--- src/rtl/glitch_sequencer.sv ---
// Glitch sequencer: after an armed trigger edge, waits delay_cfg cycles and
// emits num_cfg glitch pulses of width_cfg cycles separated by gap_cfg cycles.
//
// Ports:
//   clk       - single clock, all logic on rising edge
//   rst       - synchronous active-high reset
//   arm       - pulse; latches config and arms (from IDLE or DONE only)
//   abort     - pulse; returns to IDLE, glitch inactive, done untouched
//   trigger   - asynchronous trigger, synchronised internally
//   delay_cfg - cycles from trigger detection to first pulse
//   width_cfg - pulse width (0 treated as 1)
//   gap_cfg   - low cycles between pulses (0 treated as 1)
//   num_cfg   - pulses per trigger (0 treated as 1)
//   polarity  - 0 = active-high glitch, 1 = active-low glitch
//   glitch    - registered glitch output
//   armed     - high in ARMED
//   busy      - high in DELAY, PULSE or GAP
//   done      - sticky completion flag, cleared by arm or rst
module glitch_sequencer #(
   parameter int CNT_W       = 32,
   parameter int NUM_W       = 8,
   parameter int SYNC_STAGES = 2
) (
   input  logic             clk,
   input  logic             rst,
   input  logic             arm,
   input  logic             abort,
   input  logic             trigger,
   input  logic [CNT_W-1:0] delay_cfg,
   input  logic [CNT_W-1:0] width_cfg,
   input  logic [CNT_W-1:0] gap_cfg,
   input  logic [NUM_W-1:0] num_cfg,
   input  logic             polarity,
   output logic             glitch,
   output logic             armed,
   output logic             busy,
   output logic             done
);

   localparam logic [2:0] S_IDLE  = 3'd0;
   localparam logic [2:0] S_ARMED = 3'd1;
   localparam logic [2:0] S_DELAY = 3'd2;
   localparam logic [2:0] S_PULSE = 3'd3;
   localparam logic [2:0] S_GAP   = 3'd4;
   localparam logic [2:0] S_DONE  = 3'd5;

   localparam logic [CNT_W-1:0] CNT_ONE = CNT_W'(1);
   localparam logic [NUM_W-1:0] NUM_ONE = NUM_W'(1);

   logic [2:0]             state_q, state_d;
   logic [CNT_W-1:0]       cnt_q, cnt_d;
   logic [NUM_W-1:0]       pcnt_q, pcnt_d;
   logic                   done_q, done_d;
   logic                   glitch_q, glitch_d;
   logic [CNT_W-1:0]       dly_q, wid_q, gap_q;
   logic [NUM_W-1:0]       num_q;
   logic                   pol_q;
   logic [SYNC_STAGES-1:0] sync_q;
   logic                   trig_prev_q;
   logic                   trig_rise;
   logic                   latch_en;
   logic                   dly_last, wid_last, gap_last, num_last;

   // Edge detector runs in every state so a level already high on
   // entering ARMED never looks like a fresh edge.
   assign trig_rise = sync_q[SYNC_STAGES-1] & ~trig_prev_q;

   // Zero-valued widths/gaps/counts behave as 1; comparing against
   // value-1 keeps the counters from ever needing to reach the value.
   assign dly_last = (cnt_q == dly_q - CNT_ONE);
   assign wid_last = (wid_q == '0) || (cnt_q == wid_q - CNT_ONE);
   assign gap_last = (gap_q == '0) || (cnt_q == gap_q - CNT_ONE);
   assign num_last = (num_q == '0) || (pcnt_q == num_q - NUM_ONE);

   always_comb begin
      state_d  = state_q;
      cnt_d    = cnt_q;
      pcnt_d   = pcnt_q;
      done_d   = done_q;
      latch_en = 1'b0;
      // Output lags the state by one cycle; this fixes the
      // trigger-to-glitch latency at delay + 3 with two sync flops.
      glitch_d = (state_q == S_PULSE) ? ~pol_q : pol_q;
      if (abort) begin
         state_d  = S_IDLE;
         cnt_d    = '0;
         pcnt_d   = '0;
         glitch_d = pol_q;
      end else begin
         unique case (state_q)
            S_IDLE, S_DONE: begin
               if (arm) begin
                  state_d  = S_ARMED;
                  latch_en = 1'b1;
                  done_d   = 1'b0;
                  cnt_d    = '0;
                  pcnt_d   = '0;
               end
            end
            S_ARMED: begin
               if (trig_rise) begin
                  state_d = (dly_q == '0) ? S_PULSE : S_DELAY;
                  cnt_d   = '0;
                  pcnt_d  = '0;
               end
            end
            S_DELAY: begin
               if (dly_last) begin
                  state_d = S_PULSE;
                  cnt_d   = '0;
               end else begin
                  cnt_d = cnt_q + CNT_ONE;
               end
            end
            S_PULSE: begin
               if (wid_last) begin
                  cnt_d = '0;
                  if (num_last) begin
                     state_d = S_DONE;
                     done_d  = 1'b1;
                  end else begin
                     state_d = S_GAP;
                  end
               end else begin
                  cnt_d = cnt_q + CNT_ONE;
               end
            end
            S_GAP: begin
               if (gap_last) begin
                  state_d = S_PULSE;
                  cnt_d   = '0;
                  pcnt_d  = pcnt_q + NUM_ONE;
               end else begin
                  cnt_d = cnt_q + CNT_ONE;
               end
            end
            default: begin
               state_d = S_IDLE;
               cnt_d   = '0;
               pcnt_d  = '0;
            end
         endcase
      end
   end

   always_ff @(posedge clk) begin
      if (rst) begin
         state_q     <= S_IDLE;
         cnt_q       <= '0;
         pcnt_q      <= '0;
         done_q      <= 1'b0;
         glitch_q    <= 1'b0;
         dly_q       <= '0;
         wid_q       <= '0;
         gap_q       <= '0;
         num_q       <= '0;
         pol_q       <= 1'b0;
         sync_q      <= '0;
         trig_prev_q <= 1'b0;
      end else begin
         state_q     <= state_d;
         cnt_q       <= cnt_d;
         pcnt_q      <= pcnt_d;
         done_q      <= done_d;
         glitch_q    <= glitch_d;
         sync_q      <= {sync_q[SYNC_STAGES-2:0], trigger};
         trig_prev_q <= sync_q[SYNC_STAGES-1];
         if (latch_en) begin
            dly_q <= delay_cfg;
            wid_q <= width_cfg;
            gap_q <= gap_cfg;
            num_q <= num_cfg;
            pol_q <= polarity;
         end
      end
   end

   assign glitch = glitch_q;
   assign armed  = (state_q == S_ARMED);
   assign busy   = (state_q == S_DELAY) ||
                   (state_q == S_PULSE) ||
                   (state_q == S_GAP);
   assign done   = done_q;

endmodule

--- config.mk ---
export PLATFORM = sky130hd
export DESIGN_NAME = glitch_sequencer
export DESIGN_NICKNAME = d
export VERILOG_FILES = /design/src/rtl/glitch_sequencer.sv
export SDC_FILE = /design/constraint.sdc
export NUM_CORES = 1
export LEC_CHECK = 0
export ABC_AREA = 1
export CORE_MARGIN = 5
export CORE_UTILIZATION = 50
export CTS_BUF_LIST = sky130_fd_sc_hd__clkbuf_2
export CTS_CLUSTER_SIZE = 24
export DETAILED_ROUTE_END_ITERATION = 16
export DONT_BUFFER_PORTS = 1
export GPL_ROUTABILITY_DRIVEN = 0
export PLACE_DENSITY = 0.69
export SYNTH_ARGS = -nofsm -noshare
export SYNTH_HDL_FRONTEND = slang
export SYNTH_SLANG_ARGS = --single-unit
--- constraint.sdc ---
create_clock -name clk -period 2.65 [get_ports clk]
set_clock_uncertainty 0.05 [all_clocks]
set_input_delay 0.1325 -clock clk [delete_from_list [all_inputs] [get_ports clk]]
set_output_delay 0.1325 -clock clk [all_outputs]
set_load 0.02 [all_outputs]
==> results by group, run 1 <==
Layout
  • Most frequent cells in the layout: nand2_1 (382), nor2_1 (324), inv_1 (179), dlygate4sd3_1 (166), dfxtp_1 (133)
  • Most common cell after layout, fill and taps aside: nand2_1
  • Nets@finish: around 2,000
  • Share of layout cells above drive strength 1: 12.2%
  • Register Area: 0.00309 mm²
  • Area growth, synth to finish: 25.8%
  • Area used by multi-input combinational logic: 0.00699 mm²
  • Post-route design area: 0.0136 mm²
  • Final std cells w/o fill: 2,221
  • Fillers: 1,908

Global route
  • First-pass GRT wire length: 55,700 µm
  • Antenna violations before repair: 1
  • Tot GR Track Use: 28.3%
  • Number of global-route vias before repair: 11,100
  • Largest net degree at the start of global routing: a little over 60
  • Total gr overflow: 0

Setup path
  • Max FO, Critical Path: 15
  • Critical-path top delay cell: dfxtp_2
  • Crit. End Element: register
  • Setup CP Type: register to register
  • Reg2reg setup slack: around 0.071 ns
  • Crit path launch type: register
  • Worst path cell trace: inv_2, ha_4, nand2_4, nor2_4, nand3_2, nand2_2, nand2_1, nand2_1, nand2_1, nor2_1, nand2_1, nor2_1, nand3_1, nand2_2, nand3_4, clkbuf_16, o21bai_2, inv_1
  • CP top delay family: simple AND/OR/NAND/NOR gates
  • WP data required: 3.26 ns
  • CP arrival: 3.19 ns
  • Crit-path max cell delay: 0.38 ns
  • CP Buf/Inv Count: 3
  • CP dominant cell by count: nand2_1

Floorplanning
  • Area of the core: 0.0212 mm²
  • Die W: 157 µm
  • Die Span Y: 157 µm
  • Ports: approximately 110
  • Row Count: 53
  • Die area: 0.0247 mm²
  • Initial core utilization: 51.2%

Clocking
  • CTS clk-pin slew, worst paths: 0.27 ns
  • Clock latency on the worst-skew pair: 0.77 ns
  • Deepest clock path buffer count: 2
  • Htree depth: 4
  • CTS tree: built
  • Cts bufs inserted: 17
  • Clock tree root driver cell: clkbuf_2
  • # clock sinks: 153

Synth
  • Synth Register Bits: around 150
  • Unique masters post-synth: 44
  • Post-Syn Area: about 0.011 mm²
  • Mapped Nets: ~1,900
  • Ys async rst share: 0%
  • Number of synthesized flops with an enable pin: 0
  • Avg Synthesized Cell Area: 6.17 µm²
  • Ys Warns: 0
  • Sequential area share after synthesis: 28.3%
  • Ys flop type: dfxtp_1
  • Post-synthesis cell count: 1,756

Timing
  • Final Max Tran Viols: 0
  • Slew @ Worst Pin: ~0.6 ns
  • RSZ-0062 raised after global routing: true
  • Period utilisation layout: 97.3%
  • Fmax: 388 MHz
  • Minimum clock period: 2.58 ns
  • Rel. slew slack: 60.0%
  • Final setup viols: 0
  • Count of final hold-check violations: 0

Worst hold path
  • Path category of the worst min-delay check: primary input to register

Pwr
  • P_leak: 6.36 nW
  • Pwr dens: 556 mW/mm²
  • Total power: about 7.6 mW
  • VDD IR max: 318 µV

Detailed routing
  • # DRC: 0
  • Via/cell ratio: 5.35
  • DRT antenna net count: 0
  • Routed vias: 11,900
  • DR iter-0 viols: 1,103
  • WL per Instance: 16.3 µm
  • Drt first pass iters: 8
  • Detailed Route WL: 36,200 µm

Placement
  • Buffers on Ports: 0
  • Placed wire-length estimate: 25,000 µm
  • Placed instance count: 2,009
  • Dpl cell area: 0.0113 mm²

Job
  • Max_cap viols: 0

Outcome
  • Status: finished, final reports clean
==> where the power goes <==
part | total (mW) | switching, mW | internal [mW] | leakage (nW)
Combinational | 3.42 | 2.11 | 1.31 | 4.97
Sequential | 2.78 | 0.265 | 2.51 | 1.26
Clock | 1.38 | 0.948 | 0.436 | 0.127
==> cell type report <==
cell class,instances,share of cell area (%)
diodes,2,0.0367
clock inverters,14,1.09
well taps,275,2.52
repair buffers,230,16.3
multi-input cells,1338,51.3
flip-flops and latches,153,22.7
inverters,191,5.47
clock buffers,18,0.661
==> registers in the layout, indices dropped and copies added (netlist names) <==
name,cells
gap_q,32
sync_q,2
cnt_q,32
state_q,3
glitch,1
num_q,8
wid_q,32
done,1
dly_q,32
trig_prev_q,1
pol_q,1
pcnt_q,8
==> cells by family after synthesis <==
kind of cell,count (synthesis),share of synthesized area [%]
compound gates,264,13.0
xor+xnor,136,11.3
fa+ha+maj,8,0.924
buf+inv,266,9.84
flops,153,28.3
simple gates,929,36.7
==> synthesized netlist by cell type, types with 3 or more instances <==
library cell  instances  area [µm²]
o21bai_1              7        52.6
xnor2_1              36         315
clkbuf_1             52         195
a31oi_1               4        25.0
o31ai_1               3        22.5
nand3_1              72         360
o21ai_2               3        26.3
a21oi_1             100         500
inv_1               187         702
buf_2                11        55.1
o21ai_0             127         636
nand2_2              10        62.6
nor2_4                9         101
nand4_1              27         169
ha_1                  8         100
nand3b_1             15         113
buf_6                 5        56.3
o21ai_1               9        45.0
nor2_2               13        81.3
nor3_1               20         100
xor2_1               98         858
dfxtp_1             153        3060
nor2_1              345        1290
a21oi_2               8        70.1
nand2_1             398        1490
nor4_1                8        50.1
==> final timing paths <==
kind | start | to | cells past startpoint
worst max-delay path | gap_q[0] | cnt_q[0] | 18
worst min-delay path | delay_cfg[15] | dly_q[15] | 3
worst max register to register | gap_q[0] | cnt_q[0] | 18
worst min register to register | sync_q[0] | sync_q[1] | 2
==> worst reg2reg max path: cells and delay by family (launching register included) <==
kind,cells,cell delay (ns)
buf+inv,3,0.36
compound gates,1,0.12
flops,1,0.38
fa+ha+maj,1,0.17
simple gates,13,1.42
==> timing repair <==
item                                    in CTS  in global routing
hold endpoints to repair                   153                  1
cloned                                       0                  3
hold buffers                               165                  1
pin swaps                                    2                 11
gates resized for setup                      5                106
setup buffers                                0                  9
endpoints found under the setup margin      39                 72
==> stage by stage <==
stage,hold slack (ns),setup TNS (ns),utilization (%),setup WS [ns]
finish,0.0439,0,64.4,0.0706
detailed placement,0.157,-1.68,53.3,-0.103
global route,0.0142,-3.50,64.4,-0.155
floorplan,0.154,0,-,0.391
CTS,0.00324,0,62.3,0.0110
global placement,0.156,0,53.3,0.0275
==> routing by layer <==
metal / wire (µm) / vias to the layer above / part of all wire [%] / GRT usage [%]
met2: 16500 / 490 / 46 / 46.0
met4: 1610 / 2 / 4.5 / 11.4
met5: 20 / - / 0.055 / 0
met1: 14900 / 5394 / 41 / 36.7
li1: - / 5904 / - / -
met3: 3110 / 101 / 8.6 / 5.86
No activity file was read; power rests on OpenSTA's default activity.
==> inputs of run 2 (changes only) <==
Settings changed: CAP_MARGIN set to 0, PLACE_DENSITY 0.69 to not set.
==> results by group, run 2 (synthesis results as in run 1) <==
Setup path
  • Setup CP Type: register to register
  • Crit path from: gap_q[6]
  • Worst r2r dst: cnt_q[8]
  • Worst path cell trace: nor2_1, nand2_1, nor2_2, buf_4, nand4_1, a21oi_1, nand2_1, nor2_1, nand2_1, nor2_2, nand3_2, nand2_4, buf_4, nand4_4, buf_4, nand3_1, inv_1
  • R2R cell count: 17
  • CP arrival: roughly 3.2 ns
  • Crit path to: cnt_q[8]
  • Crit-path max cell delay: 0.43 ns
  • R2r startpoint: gap_q[6]
  • WP data required: 3.31 ns
  • Reg2reg setup slack: between 0.07 and 0.08 ns
  • Crit path launch type: register
  • CP top delay family: simple AND/OR/NAND/NOR gates
  • Crit. End Element: register
  • Max FO, Critical Path: 6
  • CP Buf/Inv Count: 4
  • Critical Path Stages: 17
  • Critical-path top delay cell: dfxtp_1

Global route
  • Antenna violations before repair: 1
  • Tot GR Track Use: 29.4%
  • First-pass GRT wire length: 57,600 µm
  • Total gr overflow: 0
  • Number of global-route vias before repair: between 10,000 and 15,000
  • Largest net degree at the start of global routing: 69

Timing
  • Count of final hold-check violations: 0
  • Final setup viols: 0
  • Rel. slew slack: 59.3%
  • Fmax: 389 MHz
  • Minimum clock period: 2.57 ns
  • RSZ-0062 raised after global routing: true
  • Period utilisation layout: 97.1%
  • Slew @ Worst Pin: 0.611 ns
  • Final Max Tran Viols: 0

Placement
  • Placed wire-length estimate: about 26,000 µm
  • Dpl cell area: 0.0114 mm²
  • Buffers on Ports: 0
  • Placed instance count: 2,022

Layout
  • Post-route design area: 0.0140 mm²
  • Share of layout cells above drive strength 1: 12.0%
  • Register Area: 0.00309 mm²
  • Area growth, synth to finish: 29.7%
  • Most common cell after layout, fill and taps aside: nand2_1
  • Fillers: around 1,900
  • Nets@finish: approximately 2,100
  • Most frequent cells in the layout: nand2_1 (386), nor2_1 (328), dlygate4sd3_1 (202), inv_1 (181), dfxtp_1 (137)
  • Area used by multi-input combinational logic: roughly 0.0069 mm²
  • Final std cells w/o fill: 2,279

Detailed routing
  • Drt first pass iters: 8
  • # DRC: 0
  • Via/cell ratio: 5.26
  • Detailed Route WL: ~37,000 µm
  • WL per Instance: approximately 16 µm
  • DRT antenna net count: 0
  • DR iter-0 viols: approximately 980
  • Routed vias: roughly 12,000

Clocking
  • # clock sinks: 153
  • Htree depth: 4
  • Cts bufs inserted: 17
  • CTS clk-pin slew, worst paths: 0.25 ns
  • Clock latency on the worst-skew pair: roughly 0.77 ns
  • Deepest clock path buffer count: 2
  • CTS tree: built
  • Clock tree root driver cell: clkbuf_2

Floorplanning
  • Row Count: 53
  • Ports: 114
  • Die Span Y: 157 µm
  • Initial core utilization: around 50%
  • Die W: 157 µm
  • Area of the core: approximately 0.021 mm²
  • Die area: roughly 0.025 mm²

Job
  • Max_cap viols: 0

Worst hold path
  • Worst Hold Launch: gap_cfg[4]
  • Path category of the worst min-delay check: primary input to register

Pwr
  • VDD IR max: roughly 340 µV
  • Pwr dens: 552 mW/mm²
  • P_leak: 6.66 nW
  • Total power: 7.76 mW

Outcome
  • Status: finished, final reports clean
run 2: report_power, final:
group,switching (mW),leakage [nW],internal (mW),total [mW]
clock,0.953,0.156,0.538,1.49
combinational,2.10,5.24,1.41,3.50
sequential,0.254,1.26,2.51,2.77
total,3.31,6.66,4.45,7.76
run 2: metrics by stage:
step | setup slack [ns] | hold slack, ns | util [%] | TNS (ns)
detailed placement | -0.0604 | 0.157 | 53.9 | -0.252
global route | -0.0921 | 0.0217 | 66.4 | -0.609
CTS | 0.00220 | 0.0123 | 64.8 | 0
finish | 0.0768 | 0.0391 | 66.4 | 0
floorplan | 0.391 | 0.154 | - | 0
global placement | -0.0156 | 0.156 | 53.9 | -0.0176
run 2: worst min path at each step:
stage	cells after the start	endpoint
after global routing	3	gap_q[3]
after global placement	1	trig_prev_q
after detailed placement	1	sync_q[0]
after floorplan	1	sync_q[0]
after CTS	3	gap_q[5]
final	3	gap_q[4]
run 2: metal layers:
metal | share of wire [%] | global-route usage (%)
met2 | 47 | 49.8
met5 | 0 | 0
met4 | 2.5 | 7.54
met3 | 6.6 | 4.65
met1 | 44 | 39.3
run 2: cell type report:
class,instances,share of cell area (%)
Clock buffer,18,0.641
Clock inverter,14,1.22
Inverter,191,5.12
Tap cell,275,2.45
Timing Repair Buffer,289,19.5
Sequential cell,153,22.0
Multi-Input combinational cell,1338,49.1
Antenna cell,1,0.0178
run 2: repair_timing:
item / in CTS / in global routing
cloned: 0 / 1
hold buffers: 202 / 0
pin swaps: 1 / 15
setup endpoints to repair: 41 / 48
buffers inserted: 0 / 21
hold endpoints to repair: 153 / 0
gates resized for setup: 5 / 72
run 2: tightest hold or removal path: stages:
cell	delay [ns]
dlygate4sd3_1	0.52
o21ai_0	0.08
a21oi_1	0.10
